===== src/rtl/leb128_pkg.sv =====
// Shared definitions for the LEB128 encode/decode datapath.
// Holds the group geometry, the byte-index type and the stream state encoding.
package leb128_pkg;

    localparam int LEB128_GROUP_W  = 7;
    localparam int LEB128_CONT_BIT = 7;

    typedef logic [3:0] leb128_idx_t;

    typedef enum logic {
        LEB_IDLE,
        LEB_EMIT
    } leb_state_e;

    // Number of 7-bit groups needed to carry a value of the given width.
    function automatic int leb128_max_bytes(input int width);
        return (width + LEB128_GROUP_W - 1) / LEB128_GROUP_W;
    endfunction

endpackage


===== src/rtl/leb128_group_step.sv =====
// One LEB128 encoding step: splits the pending value into the low 7-bit group
// and the remainder, and decides whether this group terminates the encoding.
module leb128_group_step
    import leb128_pkg::*;
#(
    parameter int DATA_W = 32
) (
    input  logic [DATA_W-1:0]         shift_reg,
    input  logic                      signed_mode,
    input  leb128_idx_t               idx,
    output logic [LEB128_GROUP_W-1:0] g,
    output logic [DATA_W-1:0]         rem,
    output logic                      last
);

    localparam int MAX_BYTES = leb128_max_bytes(DATA_W);

    logic signed [DATA_W-1:0] shift_signed;
    logic [DATA_W-1:0]        rem_arith;
    logic [DATA_W-1:0]        rem_logic;
    logic                     forced_last;

    // The arithmetic shift is kept in its own signed assignment so the
    // surrounding mode mux cannot coerce it back to a logical shift.
    assign shift_signed = shift_reg;
    assign rem_arith    = shift_signed >>> LEB128_GROUP_W;
    assign rem_logic    = shift_reg >> LEB128_GROUP_W;
    assign forced_last  = (idx == leb128_idx_t'(MAX_BYTES - 1));

    // NOTE: every output of a combinational block gets a default first, so no
    // path through the block can leave it unassigned and infer a latch.
    always_comb begin
        g    = shift_reg[LEB128_GROUP_W-1:0];
        rem  = rem_logic;
        last = forced_last || (rem_logic == '0);
        if (signed_mode) begin
            rem  = rem_arith;
            last = forced_last
                || ((rem_arith == '0) && !g[LEB128_GROUP_W-1])
                || ((rem_arith == '1) &&  g[LEB128_GROUP_W-1]);
        end
    end

endmodule


===== src/rtl/leb128_encode_stream.sv =====
// Sequential LEB128 encoder: takes one integer per handshake and streams its
// unsigned or signed LEB128 bytes, least significant group first.
module leb128_encode_stream
    import leb128_pkg::*;
#(
    parameter int DATA_W = 32
) (
    input  logic              clk,
    input  logic              rst_n,
    input  logic              in_valid,
    output logic              in_ready,
    input  logic [DATA_W-1:0] value_in,
    input  logic              signed_mode,
    output logic              out_valid,
    input  logic              out_ready,
    output logic [7:0]        out_byte,
    output logic              out_last,
    output logic [3:0]        out_idx
);

    leb_state_e               state, state_nxt;
    logic [DATA_W-1:0]        shift_reg, shift_nxt;
    logic                     mode_q, mode_nxt;
    leb128_idx_t              idx, idx_nxt;

    logic [LEB128_GROUP_W-1:0] g;
    logic [DATA_W-1:0]         rem;
    logic                      last;
    logic                      out_fire;
    logic                      accept;

    leb128_group_step #(
        .DATA_W (DATA_W)
    ) u_step (
        .shift_reg   (shift_reg),
        .signed_mode (mode_q),
        .idx         (idx),
        .g           (g),
        .rem         (rem),
        .last        (last)
    );

    // All byte-side outputs decode only registered state, so they hold steady
    // for as long as the downstream stalls.
    assign out_valid = (state == LEB_EMIT);
    assign out_last  = out_valid && last;
    assign out_byte  = out_valid ? {~last, g} : 8'h00;
    assign out_idx   = idx;
    assign out_fire  = out_valid && out_ready;
    // Accepting during the final-byte handshake keeps back-to-back values bubble-free.
    assign in_ready  = !out_valid || (out_fire && last);
    assign accept    = in_valid && in_ready;

    always_comb begin
        state_nxt = state;
        shift_nxt = shift_reg;
        mode_nxt  = mode_q;
        idx_nxt   = idx;
        if (out_fire) begin
            if (last) begin
                state_nxt = LEB_IDLE;
            end else begin
                shift_nxt = rem;
                idx_nxt   = idx + leb128_idx_t'(1);
            end
        end
        if (accept) begin
            state_nxt = LEB_EMIT;
            shift_nxt = value_in;
            mode_nxt  = signed_mode;
            idx_nxt   = '0;
        end
    end

    // NOTE: sequential state uses non-blocking assignments so every register
    // samples the pre-edge values, independent of statement order.
    always_ff @(posedge clk or negedge rst_n) begin
        if (!rst_n) begin
            state     <= LEB_IDLE;
            shift_reg <= '0;
            mode_q    <= 1'b0;
            idx       <= '0;
        end else begin
            state     <= state_nxt;
            shift_reg <= shift_nxt;
            mode_q    <= mode_nxt;
            idx       <= idx_nxt;
        end
    end

endmodule


===== config.mk =====
export PLATFORM = sky130hd
export DESIGN_NAME = leb128_encode_stream
export DESIGN_NICKNAME = d
export VERILOG_FILES = /design/src/rtl/leb128_pkg.sv /design/src/rtl/leb128_group_step.sv /design/src/rtl/leb128_encode_stream.sv
export SDC_FILE = /design/constraint.sdc
export NUM_CORES = 1
export LEC_CHECK = 0
export ABC_AREA = 1
export CAP_MARGIN = 20
export CORE_MARGIN = 4
export CORE_UTILIZATION = 50
export DETAILED_ROUTE_END_ITERATION = 6
export PLACE_DENSITY = 0.79
export SLEW_MARGIN = 20
export SYNTH_ARGS = -nofsm -noshare
export SYNTH_HDL_FRONTEND = slang
export SYNTH_SLANG_ARGS = --single-unit

===== constraint.sdc =====
create_clock -name clk -period 1.65 [get_ports clk]
set_input_delay 0.165 -clock clk [delete_from_list [all_inputs] [get_ports clk]]
set_output_delay 0.165 -clock clk [all_outputs]
set_load 0.01 [all_outputs]

### Word level (Yosys, flattened, before mapping)

Index checks and enable logic that the tools add are counted.

| word-level totals | value |
|---|---|
| register bits after elaboration | 38 |
| output and inout port bits | 15 |

| operators by class | value |
|---|---|
| add/subtract/negate cells | 1 |
| equal/unequal tests | 4 |
| muxes and demuxes | 12 |
| bitwise gates (word level) | 1 |
| reduce and logical (&&, ||, !) cells | 19 |

Operators by type and width:

| operator | count |
|---|---|
| 2-to-1 mux 32 bit | 4 |
| zero test 32 bit | 2 |
| equality test 32 bit (second input constant) | 1 |
| 2-to-1 mux 4 bit | 3 |
| 2-to-1 mux 8 bit | 1 |
| logical AND 1 bit | 6 |
| adder 4 x 1 -> 4 bit (second input constant) | 1 |
| equality test 4 x 3 -> 1 bit (second input constant) | 1 |
| logical OR 1 bit | 4 |
| 2-to-1 mux 1 bit | 4 |
| inequality test 2 x 1 -> 1 bit (second input constant) | 2 |
| AND reduction 2 bit | 2 |
| nonzero test 2 bit | 2 |
| AND reduction 3 bit | 1 |
| zero test 1 bit | 2 |
| inverter 1 bit | 1 |

### Logic depth before layout (Yosys ltp)

Gate-level depths: netlist of the first run.

| depth | value |
|---|---|
| depth after elaboration | 10 |
| mapped depth | 12 |

### Cells and area by module

A second synthesis of the first run with hierarchy kept.

| second synthesis, totals | value |
|---|---|
| cells, all modules | 403 |
| area, all modules | 2,632.5 sq um |

By module, submodules not included:

| module | times used | cells an instance | area each (sq um) |
|---|---|---|---|
| leb128_encode_stream | 1 | 291 | 2,055.7 |
| leb128_group_step | 1 | 112 | 576.8 |

### Worst setup path after synthesis of the first run

Ideal clock, no wire load.

| path | value |
|---|---|
| path kind | reg-to-reg |
| from | register idx[0] (netlist: out_idx[0]) |
| to | register shift_reg[29] |
| arrival | 1.412 ns |
| slack | 0.105 ns |
| cell stages (with the launch flop) | 10 |
| period minus slack after synthesis | 1.545 ns |
| cell sequence | dfrtp_1 inv_1 ha_1 nand3_1 nand4_2 nand2_4 inv_6 buf_6 nand2_1 nand3_1 |

| on the way | value |
|---|---|
| longest elaborated chain between the ends | 9 |
| elaborated cells between the ends (all ways) | 12 |
| classes of those cells | eq/ne (2); mux (2); reduce/logical (8) |

Ends and longest elaborated chain:

| item | RTL line | source |
|---|---|---|
| from (decl) | leb128_encode_stream.sv:24 | `leb128_idx_t idx, idx_nxt;` |
| from (signal assigned) | leb128_encode_stream.sv:87 | `idx <= idx_nxt;` |
| equality test 4 x 3 -> 1 bit (*) | leb128_group_step.sv:28 | `assign forced_last = (idx == leb128_idx_t'(MAX_BYTES - 1));` |
| logical OR 1 bit | leb128_group_step.sv:39 | `\|\| ((rem_arith == '0) && !g[LEB128_GROUP_W-1])` |
| logical OR 1 bit | leb128_group_step.sv:40 | `\|\| ((rem_arith == '1) && g[LEB128_GROUP_W-1]);` |
| 2-to-1 mux 1 bit (*) | leb128_group_step.sv:36 | `if (signed_mode) begin` |
| logical AND 1 bit | leb128_encode_stream.sv:51 | `assign in_ready = !out_valid \|\| (out_fire && last);` |
| logical OR 1 bit | leb128_encode_stream.sv:51 |  |
| logical AND 1 bit | leb128_encode_stream.sv:52 | `assign accept = in_valid && in_ready;` |
| inequality test 2 x 1 -> 1 bit (no line) / nonzero test 2 bit (equally long branches) | - |  |
| AND reduction 2 bit (no line) | - |  |
| to (signal assigned) | leb128_encode_stream.sv:85 | `shift_reg <= shift_nxt;` |
| to (decl) | leb128_encode_stream.sv:22 | `logic [DATA_W-1:0] shift_reg, shift_nxt;` |

Mark *: on every way between the ends. The rest lies on a longest branch, timed or not.
A chain may end at the register's enable or synchronous reset.

### Final worst setup path of the first run

| path | value |
|---|---|
| from | register shift_reg[16] |
| to | register shift_reg[2] |

| on the way | value |
|---|---|
| longest elaborated chain between the ends | 10 |
| elaborated cells between the ends (all ways) | 16 |
| classes of those cells | eq/ne (2); mux (2); reduce/logical (12) |

Ends and longest elaborated chain:

| item | RTL line |
|---|---|
| zero test 32 bit | leb128_group_step.sv:39 |
| logical AND 1 bit | leb128_group_step.sv:39 |
| logical OR 1 bit | leb128_group_step.sv:39 |
| logical OR 1 bit | leb128_group_step.sv:40 |
| 2-to-1 mux 1 bit (*) | leb128_group_step.sv:36 |
| logical AND 1 bit | leb128_encode_stream.sv:51 |
| logical OR 1 bit | leb128_encode_stream.sv:51 |
| logical AND 1 bit | leb128_encode_stream.sv:52 |
| inequality test 2 x 1 -> 1 bit (no line) / nonzero test 2 bit (equally long branches) | - |
| AND reduction 2 bit (no line) | - |

Marked as above.

==> results.yml, run 1 <==
cts:
  clkTransAtPathRegs_ns: 0.07
  numCtsBuffers: 5
  cts_tree: "yes"
  clockBufferDepth: 2
  cts-root-buf: "clkbuf_8"
  clock_latency_ns: 0.29
  htree_levels: 2
  cts_sinks: 38
pwr:
  ir_drop_mv: 1.129
  leakage_nw: 2.057
  power_density_nw_per_um2: 1928
  total_power_mw: 7.154
logic_synthesis:
  avgSynthCellArea_um2: 6.729
  yosysTopAreaCell: "dfrtp_1"
  yosysTopAreaCellShare_pct: 41.08
  synth.net_count: 383
  yosysUniqueCellTypes: 20
  yosysWarnings: 0
  synthCells: 344
  syn_area_um2: 2315
  synth-seq-cells: 38
  synthTopCellsByArea: "dfrtp_1 (41%), nand2_1 (22%), nand3_1 (13%)"
  synth_seq_area_share_pct: 41.08
finish:
  largest_reg_flops: 32
  antenna_cells: 0
  nets: 502
  area_growth_pct: 60.32
  multi_input_area_um2: 1231
  postLayoutCoreUtil_pct: 84.07
  num-fill-cells: 263
  drive_above_1_share_pct: 30.24
  regArea_um2: 950.9
drt:
  detail_route.wl_per_cell_um: 16.70
  firstDrtPassIters: 5
  drc_errors: 0
  wl_met3_um: 563
  routed_wl_um: 8602
  postRouteAntennaNets: 0
  drt-initial-drc-count: 349
  vias_per_cell: 5.419
  wl_met2_um: 4425
  drt-met1-wl_um: 3186
  num_vias: 2791
  top_layer: "met4"
placement:
  routabilityCongestion: 0.8689
  io_buffers: 51
  hpwl_um: 4249
sta:
  report.final.slew_viol_count: 0
  slew_headroom_pct: 66.31
  finalHoldViolCount: 0
  setup_violations: 41
  fin_tns_setup_ns: -10.51
  max_slew.worst_pin.slew_ns: 0.5053
  clock_skew_ns: 0.005083
  grt_setup_unrepaired: "true"
  clock.fmax_mhz: 503.0
  layout_min_cycle_time_ns: 1.988
  period_share_pct: 120.5
  setup_ws_ns: -0.3381
die:
  start_util_pct: 52.44
  rows: 24
  die_h_um: 76.04
  die_x_um: 76.04
  dieArea_um2: 5782
  ios: 52
  coreArea_um2: 4414
worst_setup_path:
  cp_data_arrival_time_ns: 2.22
  critPathKind: "register to register"
  reg2reg_to: "shift_reg[2]$_DFFE_PN0P_"
  cp-end-kind: "register"
  cp_max_fo: 6
  r2r_setup_slack_ns: -0.34
  cp-start-kind: "register"
  required_ns: 1.89
  r2r-start: "shift_reg[16]$_DFFE_PN0P_"
  ff2ff_path_depth: 14
global_route:
  grt_overflow: 0
  track_usage_pct: 23.25
  antenna_found_initial: 0
  grt_max_degree: 39
  grt_pass1_vias: 2496
  grt_pass1_wl_um: 11180
run_status:
  violations: "setup timing"
  status: "finished, violations left"
run:
  maxCapViolCount: 0
min_path:
  hold_path.class: "input port to async pin"
## cell families after synthesis
family | after synthesis | synth area share, %
fa+ha+maj | 2 | 1.081
simple gates | 220 | 41.08
xor+xnor | 2 | 0.7569
buf+inv | 77 | 14.92
flops | 38 | 41.08
compound gates | 5 | 1.081
## synthesized netlist by cell type
cell,count
nand2_2,2
ha_1,2
nand2_4,2
nor2_1,16
nor2_2,1
nand3b_1,1
buf_6,6
xor2_1,2
o21ai_0,3
inv_6,1
nand4_4,1
inv_1,60
o21ai_1,2
nand3_1,58
inv_2,3
nand2_1,138
buf_2,5
clkbuf_1,2
dfrtp_1,38
nand4_2,1
## routing by layer
| metal | GRT usage, % | vias to the layer above |
|---|---|---|
| met2 | 40.67 | 176 |
| met1 | 27.17 | 1302 |
| met4 | 9.964 | 0 |
| met5 | 0 | - |
| met3 | 4.965 | 45 |
| li1 | - | 1268 |
## critical path: stages (launching register included)
cell	delay, ns
dfrtp_1	0.44
inv_2	0.12
nand2_1	0.08
nor2_1	0.12
nand2_1	0.08
nor2_2	0.12
nand2_2	0.11
nand4_4	0.09
buf_6	0.14
buf_8	0.14
nand2_8	0.08
clkbuf_16	0.19
nand2_1	0.07
nand3_1	0.08
nand2_1	0.07
## power breakdown
| group | internal [mW] | switching [mW] |
|---|---|---|
| combinational | 2.27 | 2.53 |
| sequential | 1.36 | 0.371 |
| clock | 0.291 | 0.334 |
## how the worst max path moves through the flow
| stage | from | end | depth (start not counted) |
|---|---|---|---|
| finish | shift_reg[16]$_DFFE_PN0P_ | shift_reg[2]$_DFFE_PN0P_ | 14 |
| global route | shift_reg[16]$_DFFE_PN0P_ | shift_reg[2]$_DFFE_PN0P_ | 14 |
| CTS | shift_reg[15]$_DFFE_PN0P_ | shift_reg[5]$_DFFE_PN0P_ | 14 |
| detailed placement | shift_reg[13]$_DFFE_PN0P_ | shift_reg[28]$_DFFE_PN0P_ | 12 |
| global placement | shift_reg[13]$_DFFE_PN0P_ | shift_reg[3]$_DFFE_PN0P_ | 14 |
| floorplan | out_idx[0]$_DFFE_PN0P_ | shift_reg[29]$_DFFE_PN0P_ | 9 |
## area by class of cell
| cell class | count | share of cell area [%] |
|---|---|---|
| Multi-Input combinational cell | 230 | 33.18 |
| Clock buffer | 7 | 2.057 |
| Sequential cell | 38 | 25.62 |
| Timing Repair Buffer | 124 | 30.44 |
| Tap cell | 52 | 1.753 |
| Inverter | 64 | 6.945 |
## placed cells by master, fill, tap and decap left out, drive strengths merged
cell,n
buf,74
clkbuf,9
clkdlybuf4s50,47
dfrtp,38
dlymetal6s2s,1
ha,2
inv,64
nand2,143
nand3,58
nand3b,1
nand4,2
nor2,17
o21ai,5
xor2,2
## per-stage QoR
step                      hold WS, ns  instances  setup slack (ns)  area, µm²
after floorplan               -0.1306        344            0.1049       2315
after global placement         0.4630        480           -0.2390       3148
after detailed placement       0.4655        480           -0.2654       3148
after CTS                      0.3223        503           -0.1036       3422
after global routing           0.3718        515           -0.3585       3711
final                          0.3020        515           -0.3381       3711
## timing repair
action,CTS,global route
setup endpoints to repair,48,42
cloned,0,4
gates resized for setup,39,44
endpoints found under the hold margin,0,0
pin swaps,5,17
hold buffers,0,0
buffers inserted,16,8
No activity file was read; power rests on OpenSTA's default activity.
==> run 2, diff against run 1 <==
--- a/config.mk
+++ b/config.mk
@@ -9,6 +9,7 @@
 export CAP_MARGIN = 20
 export CORE_MARGIN = 4
 export CORE_UTILIZATION = 50
+export CTS_CLUSTER_DIAMETER = 60
 export DETAILED_ROUTE_END_ITERATION = 6
 export PLACE_DENSITY = 0.79
 export SLEW_MARGIN = 20
==> results of run 2 <==
No change in the layout: final DEF, timing and power equal those of run 1.
